### config.mk
export PLATFORM = sky130hd
export DESIGN_NAME = onehot_decode_seq
export DESIGN_NICKNAME = d
export VERILOG_FILES = /design/src/rtl/onehot_decode_seq.sv
export SDC_FILE = /design/constraint.sdc
export NUM_CORES = 1
export LEC_CHECK = 0
export ABC_CLOCK_PERIOD_IN_PS = 2300
export BUFFER_PORTS_ARGS = -buffer_cell sky130_fd_sc_hd__buf_2
export CORE_ASPECT_RATIO = 1.5
export CORE_MARGIN = 1
export CORE_UTILIZATION = 46
export DETAILED_ROUTE_END_ITERATION = 6
export PLACE_DENSITY = 0.69
export SYNTH_ARGS = -nofsm -noshare
export SYNTH_HDL_FRONTEND = slang
export SYNTH_SLANG_ARGS = --single-unit
### constraint.sdc
create_clock -name clk -period 2.3 [get_ports clk]
set_input_delay 0.23 -clock clk [delete_from_list [all_inputs] [get_ports clk]]
set_output_delay 0.23 -clock clk [all_outputs]
set_load 0.01 [all_outputs]
### src/rtl/onehot_decode_seq.sv
// onehot_decode_seq
//   Sequential position-code to one-hot decoder. A code k in 1..WIDTH
//   produces a word with only bit k-1 set, code WIDTH+1 produces the
//   all-zero word, and any other code is flagged as an error. The one-hot
//   word is built by shifting a single bit one position per cycle, which
//   avoids a wide decoder mux.
//
// Ports:
//   clk        rising-edge clock
//   rst        asynchronous reset, active low (0 = reset asserted)
//   in_code    position code to decode (sampled only on the accept edge)
//   in_valid   producer offers in_code
//   in_ready   block can accept a code (IDLE and not in reset)
//   out_data   decoded one-hot or zero word
//   out_err    code was illegal; qualified by out_valid
//   out_valid  out_data/out_err are valid
//   out_ready  consumer accepts the result
//   busy       block is shifting or holding a result
module onehot_decode_seq #(
    parameter int WIDTH  = 32,
    parameter int CODE_W = 6
) (
    input  logic              clk,
    input  logic              rst,
    input  logic [CODE_W-1:0] in_code,
    input  logic              in_valid,
    output logic              in_ready,
    output logic [WIDTH-1:0]  out_data,
    output logic              out_err,
    output logic              out_valid,
    input  logic              out_ready,
    output logic              busy
);

    localparam int CNT_W = (WIDTH > 1) ? $clog2(WIDTH) : 1;
    localparam logic [CODE_W-1:0] MAX_CODE  = CODE_W'(WIDTH);
    localparam logic [CODE_W-1:0] ZERO_CODE = CODE_W'(WIDTH + 1);

    typedef enum logic [1:0] {
        IDLE,
        SHIFT,
        HOLD
    } state_t;

    state_t             state_q, state_d;
    logic [WIDTH-1:0]   shreg_q, shreg_d;
    logic [CNT_W-1:0]   cnt_q, cnt_d;
    logic [WIDTH-1:0]   data_q, data_d;
    logic               err_q, err_d;
    logic               valid_q, valid_d;
    logic               accept;

    // in_ready is gated by rst so it reads 0 for the whole reset period.
    assign in_ready  = rst & (state_q == IDLE);
    assign busy      = (state_q != IDLE);
    assign accept    = in_valid & in_ready;
    assign out_data  = data_q;
    assign out_err   = err_q;
    assign out_valid = valid_q;

    always_ff @(posedge clk or negedge rst) begin
        if (!rst) begin
            state_q <= IDLE;
            shreg_q <= '0;
            cnt_q   <= '0;
            data_q  <= '0;
            err_q   <= 1'b0;
            valid_q <= 1'b0;
        end else begin
            state_q <= state_d;
            shreg_q <= shreg_d;
            cnt_q   <= cnt_d;
            data_q  <= data_d;
            err_q   <= err_d;
            valid_q <= valid_d;
        end
    end

    always_comb begin
        state_d = state_q;
        shreg_d = shreg_q;
        cnt_d   = cnt_q;
        data_d  = data_q;
        err_d   = err_q;
        valid_d = valid_q;

        case (state_q)
            IDLE: begin
                if (accept) begin
                    if ((in_code != '0) && (in_code <= MAX_CODE)) begin
                        // cnt counts the remaining shifts; code k needs k-1.
                        shreg_d = WIDTH'(1);
                        cnt_d   = CNT_W'(in_code - 1'b1);
                        state_d = SHIFT;
                    end else begin
                        data_d  = '0;
                        err_d   = (in_code != ZERO_CODE);
                        valid_d = 1'b1;
                        state_d = HOLD;
                    end
                end
            end
            SHIFT: begin
                if (cnt_q == '0) begin
                    data_d  = shreg_q;
                    err_d   = 1'b0;
                    valid_d = 1'b1;
                    state_d = HOLD;
                end else begin
                    shreg_d = shreg_q << 1;
                    cnt_d   = cnt_q - 1'b1;
                end
            end
            HOLD: begin
                // out_data/out_err keep their last values after the handshake.
                if (valid_q && out_ready) begin
                    valid_d = 1'b0;
                    state_d = IDLE;
                end
            end
            default: begin
                state_d = IDLE;
            end
        endcase
    end

endmodule
==> summary.md, run 1 <==
| Metric | Value |
|---|---|
| Clock Latency Late Sink | `0.34 ns` |
| Port-buffer cells | `45` |
| Unrepaired setup endpoints after global routing | `false` |
| Mapped Area | `3187 µm²` |
| Setup bufs post-CTS | `0` |
| Total Routing Usage GR | `0.1803` |
| Effective utilization at floorplan | `0.4846` |
| Leak | `1.969 nW` |
| Worst hold slack | `0.2231 ns` |
| Largest net degree at the start of global routing | `72` |
| Hold_buf cts | `1` |
| Sequential Power Share | `0.460` |
| Clock share of power | `0.279` |
| Ys flop type | `dfrtp_1` |
| Post-synth ARST share | `1.000` |
| Worst-path cell chain | `or3_1, nor3_1, o32a_2, buf_12, o21ai_0` |
| CTS tree | `yes` |
| RD Place Congestion | `0.8233` |
| Final Max Tran Viols | `0` |
| Status | `completed` |
| CP max FO | `55` |
| GRT overflow | `0` |
| CTS clk-pin slew, worst paths | `0.08 ns` |
| Gate Count Post-Synth | `307` |
| MaxCap Viol Count | `0` |
| Full die area | `7272 µm²` |
| Slew @ Worst Pin | `0.8716 ns` |
| Vias per cell | `5.135` |
| Ant diodes | `0` |
| Final Setup Violations | `0` |
| Antenna-violating nets left | `0` |
| Final core utilization | `0.5658` |
| Seq/Total Area, Yosys | `0.5732` |
| DR vias | `2244` |
| Final Hold Fails | `0` |
| Antenna violations before repair | `0` |
| I/O Pins | `46` |
| Chip height | `103.9 µm` |
| Critical path origin | `cnt_q[2]$_DFFE_PN0P_` |
| Num CTS Buffers | `9` |
| CTS Buffer Depth | `2` |
| Peak Freq | `499.6 MHz` |
| Power per cell area | `927.8 nW/µm²` |
| Pwr Total | `3.452 mW` |
| Worst Path Class, Setup | `register to register` |
| Nets | `367` |
| Startpoint Class | `register` |
| CTS H-tree lvls | `3` |
| Synth-to-Final Area Change | `16.76%` |
| Synth warnings | `0` |
| Row cnt | `36` |
| Crit path buffers/inverters | `1` |
| Core area | `6576 µm²` |
| Number of flops mapped to enable cells by yosys | `0` |
| DRT Pass-1 Iters | `4` |
| Die X | `69.96 µm` |
| DRC errors left | `0` |
| Biggest cell delay along the critical path | `0.43 ns` |
| Layout cells sized above 1 | `0.2188` |
| Netlist cell types | `36` |
| Mean post-synth cell area | `10.38 µm²` |
| VDD IR-drop max | `0.3856 mV` |
| Dpl cells | `420` |
| DP Wirelength | `4086 µm` |
| Register bit total from synthesis | `73` |
| Wirelength per Cell | `13.85 µm` |
| P_sw | `1.113 mW` |
| Final Cycle Share | `0.8703` |
| Clock sink count | `73` |
| # resized after CTS | `0` |
| Comb pwr share | `0.261` |
| Crit path DAT | `2.21 ns` |
| First-pass GRT wire length | `10180 µm` |
| Switching share of total power | `0.3225` |
| Reg-to-reg startpoint | `cnt_q[2]$_DFFE_PN0P_` |
| Synth area leaders | `dfrtp_1 57%, mux2i_1 9.4%, nand2_1 8.7%` |
| Crit path time final | `2.002 ns` |
| Slew headroom | `0.4189` |
| Internal power | `2.339 mW` |
| Setup Total Neg Slack | `0 ns` |
| WL final | `6054 µm` |
| Initial DRC count | `146` |
| CP Capture Type | `register` |
| Worst EP required | `2.51 ns` |
| Clock skew | `0.01249 ns` |
| Net count after synthesis | `318` |
| Crit path max-delay cell type | `dfrtp_1` |
| Vias in the first global route | `2192` |
| Final non-filler cell total | `437` |
| Clk root buf | `clkbuf_8` |
| Type of the tightest min-delay check | `input port to async pin` |
| Family with the most delay on the worst path | `simple AND/OR/NAND/NOR gates` |
| Post-synth top area share | `0.5732` |
| Cell taking the most area after synthesis | `dfrtp_1` |
sequential cells by signal, indices dropped and copies added, names as in the netlist:
signal     cells
out_valid      1
state_q        2
out_data      32
cnt_q          5
out_err        1
shreg_q       32
Yosys cell counts (2+ instances only):
library cell	n
nand2_1	74
dfrtp_1	73
mux2i_1	30
inv_1	26
o21ai_0	26
and2_1	8
buf_2	7
nor2_1	7
clkbuf_1	6
nor3_1	5
or3_1	5
a21oi_1	4
mux2_4	4
a31oi_1	3
mux2_2	3
a211oi_1	2
a21boi_0	2
a22o_1	2
buf_6	2
o32ai_1	2
through the flow:
step           area [µm²]  setup slack, ns
4_1_cts              3721           0.3006
3_3_place_gp         3522           0.3152
6_report             3721           0.2982
5_1_grt              3721           0.1599
2_1_floorplan        3189          0.08920
3_5_place_dp         3522           0.2961
final timing paths:
path	cells past startpoint	endpoint	slack, ns
hold reg to reg	2	shreg_q[21]$_DFFE_PN0P_	0.46
setup / recovery	5	shreg_q[4]$_DFFE_PN0P_	0.30
setup reg to reg	5	shreg_q[4]$_DFFE_PN0P_	0.30
max in group asynchronous	3	cnt_q[0]$_DFFE_PN0P_	1.01
min in group clk	4	out_valid$_DFFE_PN0P_	0.23
hold / removal	2	out_err$_DFFE_PN0P_	0.22
kinds of logic after synthesis:
group,share of synthesized area
AOI/OAI and AO/OA,0.09462
and+or+nand+nor,0.1453
buffers and inverters,0.05928
muxes,0.1237
DFF,0.5732
adders and majority gates,0.003926
routing by layer:
layer / wire length, µm / vias to the layer above / global-route usage
met4: 208 / 0 / 0.1043
met1: 2582 / 1081 / 0.2283
met3: 203 / 15 / 0.04748
li1: - / 1108 / -
met2: 3059 / 40 / 0.2768
met5: 0 / - / 0
cell usage in the layout, fill, tap and decap left out, drive strengths merged, types with 3 or more instances in the layout:
| cell | instances |
|---|---|
| a21oi | 4 |
| inv | 27 |
| or3 | 5 |
| o21ai | 26 |
| buf | 53 |
| mux2 | 7 |
| a31oi | 3 |
| nor2 | 7 |
| dfrtp | 73 |
| nand2 | 74 |
| clkbuf | 13 |
| nor3 | 6 |
| mux2i | 30 |
| and2 | 8 |
layout make-up:
cell class                 instances  area (µm²)
inverter                          27       101.3
fill                             607        2855
sequential                        73        1827
clock buffer                      13       148.9
timing repair buffer              54       322.8
clock inverter                     3       40.04
multi-input combinational        191        1186
tap                               76       95.09
power by group through the flow:
stage	clock network [mW]	logic [mW]	registers (mW)
floorplan	0	0.580	1.63
global placement	0	0.901	1.60
detailed placement	0	0.909	1.61
CTS	1.00	0.915	1.59
global route	1.05	1.00	1.61
finish	0.962	0.902	1.59
(Power assumes the default switching activity.)
==> inputs of run 2 (changes only) <==
--- a/config.mk
+++ b/config.mk
@@ -7,11 +7,13 @@
 export LEC_CHECK = 0
 export ABC_CLOCK_PERIOD_IN_PS = 2300
 export BUFFER_PORTS_ARGS = -buffer_cell sky130_fd_sc_hd__buf_2
+export CELL_PAD_IN_SITES_DETAIL_PLACEMENT = 0
+export CELL_PAD_IN_SITES_GLOBAL_PLACEMENT = 1
 export CORE_ASPECT_RATIO = 1.5
 export CORE_MARGIN = 1
-export CORE_UTILIZATION = 46
+export CORE_UTILIZATION = 40
 export DETAILED_ROUTE_END_ITERATION = 6
-export PLACE_DENSITY = 0.69
+export PLACE_DENSITY_LB_ADDON = 0.1
 export SYNTH_ARGS = -nofsm -noshare
 export SYNTH_HDL_FRONTEND = slang
 export SYNTH_SLANG_ARGS = --single-unit
==> summary.md, run 2 (synthesis gave the netlist of run 1 again) <==
| Metric | Value |
|---|---|
| CP Capture Type | `register (unchanged)` |
| Wirelength per Cell | `13.88 µm (was 13.85 µm)` |
| Initial DRC count | `122 (was 146)` |
| Port-buffer cells | `45 (unchanged)` |
| Area of the multi-input gates | `1186 µm² (unchanged)` |
| DRC errors left | `0 (unchanged)` |
| GRT overflow | `0 (unchanged)` |
| Crit path DAT | `2.23 ns (was 2.21 ns)` |
| CTS tree | `yes (unchanged)` |
| MaxCap Viol Count | `0 (unchanged)` |
| CP max FO | `14 (was 55)` |
| # resized after CTS | `0 (unchanged)` |
| CTS H-tree lvls | `3 (unchanged)` |
| Antenna violations before repair | `0 (unchanged)` |
| Effective utilization at floorplan | `0.4160 (was 0.4846)` |
| Clock sink count | `73 (unchanged)` |
| Nets | `366 (was 367)` |
| Final core utilization | `0.4984 (was 0.5658)` |
| Hold_buf cts | `1 (unchanged)` |
| I/O Pins | `46 (unchanged)` |
| Vias per cell | `4.852 (was 5.135)` |
| First-pass GRT wire length | `11050 µm (was 10180 µm)` |
| Pwr Total | `3.768 mW (was 3.452 mW)` |
| Power per cell area | `986.8 nW/µm² (was 927.8 nW/µm²)` |
| Status | `completed (unchanged)` |
| Fill count | `746 (was 607)` |
| Slew headroom | `0.4004 (was 0.4189)` |
| Final Setup Violations | `0 (unchanged)` |
| Worst EP required | `2.53 ns (was 2.51 ns)` |
| CTS Buffer Depth | `2 (unchanged)` |
| Layout cells sized above 1 | `0.2179 (was 0.2188)` |
| Core area | `7661 µm² (was 6576 µm²)` |
| Unrepaired setup endpoints after global routing | `false (unchanged)` |
| Worst reg2reg path depth | `6 (was 5)` |
| Register area | `1827 µm² (unchanged)` |
| Die X | `74.88 µm (was 69.96 µm)` |
| WL final | `6383 µm (was 6054 µm)` |
| Type of the tightest min-delay check | `input port to async pin (unchanged)` |
| Startpoint Class | `register (unchanged)` |
| Final Max Tran Viols | `0 (unchanged)` |
| Clock Latency Late Sink | `0.33 ns (was 0.34 ns)` |
| CTS clk-pin slew, worst paths | `0.06 ns (was 0.08 ns)` |
| Clock skew | `0.008398 ns (was 0.01249 ns)` |
| Setup bufs post-CTS | `0 (unchanged)` |
| Total Routing Usage GR | `0.1773 (was 0.1803)` |
| Largest net degree at the start of global routing | `71 (was 72)` |
| Worst Path Class, Setup | `register to register (unchanged)` |
| Commonest cells after routing, fill and taps aside | `74 x nand2_1, 73 x dfrtp_1, 44 x buf_2 (unchanged)` |
| Reg2reg setup slack | `0.30 ns (about the same)` |
| Vias in the first global route | `2279 (was 2192)` |
| DRT Pass-1 Iters | `4 (unchanged)` |
| DP Wirelength | `4145 µm (was 4086 µm)` |
| Setup Total Neg Slack | `0 ns (unchanged)` |
| Synth-to-Final Area Change | `19.83% (was 16.76%)` |
| RD Place Congestion | `0.8031 (was 0.8233)` |
| Reg2reg end | `cnt_q[2]$_DFFE_PN0P_ (was shreg_q[4]$_DFFE_PN0P_)` |
| Final Cycle Share | `0.8704 (was 0.8703)` |
| Crit path time final | `2.002 ns (about the same)` |
| Reg-to-reg startpoint | `state_q[0]$_DFFE_PN0P_ (was cnt_q[2]$_DFFE_PN0P_)` |
| VDD IR-drop max | `0.4108 mV (was 0.3856 mV)` |
| Clk root buf | `clkbuf_16 (was clkbuf_8)` |
| Full die area | `8335 µm² (was 7272 µm²)` |
| Commonest non-fill, non-tap cell in the layout | `nand2_1 (unchanged)` |
| Num CTS Buffers | `9 (unchanged)` |
| Chip height | `111.3 µm (was 103.9 µm)` |
| Slew @ Worst Pin | `0.8994 ns (was 0.8716 ns)` |
| DR vias | `2232 (was 2244)` |
| Leak | `1.999 nW (was 1.969 nW)` |
| Antenna-violating nets left | `0 (unchanged)` |
| Final Hold Fails | `0 (unchanged)` |
| Row cnt | `39 (was 36)` |
| Peak Freq | `499.5 MHz (was 499.6 MHz)` |
| Ant diodes | `0 (unchanged)` |
## run 2: changes by cell type in the layout (fill, tap and decap cells not counted)
cell / previous run / this run
clkbuf_1: 3 / 1
clkinv_4: 0 / 1
bufinv_16: 1 / 0
clkbuf_8: 10 / 1
buf_4: 7 / 6
clkbuf_16: 0 / 9
## run 2: how the worst max path moves through the flow
| stage | end | slack, ns | cells past startpoint | startpoint |
|---|---|---|---|---|
| after floorplan | cnt_q[4]$_DFFE_PN0P_ | 0.09 | 9 | state_q[0]$_DFFE_PN0P_ |
| after global placement | out_data[7]$_DFFE_PN0P_ | 0.18 | 7 | in_code[0] |
| after detailed placement | out_data[12]$_DFFE_PN0P_ | 0.13 | 7 | in_code[0] |
| after CTS | cnt_q[4]$_DFFE_PN0P_ | 0.29 | 6 | state_q[0]$_DFFE_PN0P_ |
| after global routing | cnt_q[2]$_DFFE_PN0P_ | 0.09 | 6 | state_q[1]$_DFFE_PN0P_ |
| final | cnt_q[2]$_DFFE_PN0P_ | 0.30 | 6 | state_q[0]$_DFFE_PN0P_ |
## run 2: power by group
part	internal, mW	switching [mW]
clock network	0.745	0.501
logic	0.356	0.574
registers	1.46	0.138
total	2.56	1.21
## run 2: final cells by class
cell class,count,area share
sequential,73,0.4784
inverter,27,0.02654
multi-input combinational,191,0.3106
clock inverter,3,0.004915
timing repair buffer,53,0.08257
tap,102,0.03342
clock buffer,11,0.06356
## run 2: worst max-delay path, cell delays in order, from the launching register on
cell	delay [ns]
dfrtp_1	0.44
nor2_1	0.20
nand3_1	0.21
o32a_2	0.48
inv_2	0.23
o32ai_1	0.14
a211oi_1	0.21
## run 2: metrics by stage
| stage | instance area (µm²) | cells | hold slack, ns | worst slack, ns |
|---|---|---|---|---|
| finish | 3819 | 460 | 0.2414 | 0.2981 |
| global route | 3819 | 460 | 0.2571 | 0.08566 |
| CTS | 3819 | 460 | 0.2302 | 0.2907 |
| detailed placement | 3547 | 445 | 0.04242 | 0.1281 |
| global placement | 3547 | 445 | 0.04191 | 0.1806 |
| floorplan | 3189 | 307 | -0.06559 | 0.08920 |
## run 2: layer usage
metal / vias up / share of wire / global-route usage
met3: 11 / 0.034 / 0.03455
met1: 1075 / 0.45 / 0.2325
met4: 0 / 0.018 / 0.09434
met5: - / 0 / 0
li1: 1106 / - / -
met2: 40 / 0.49 / 0.2721
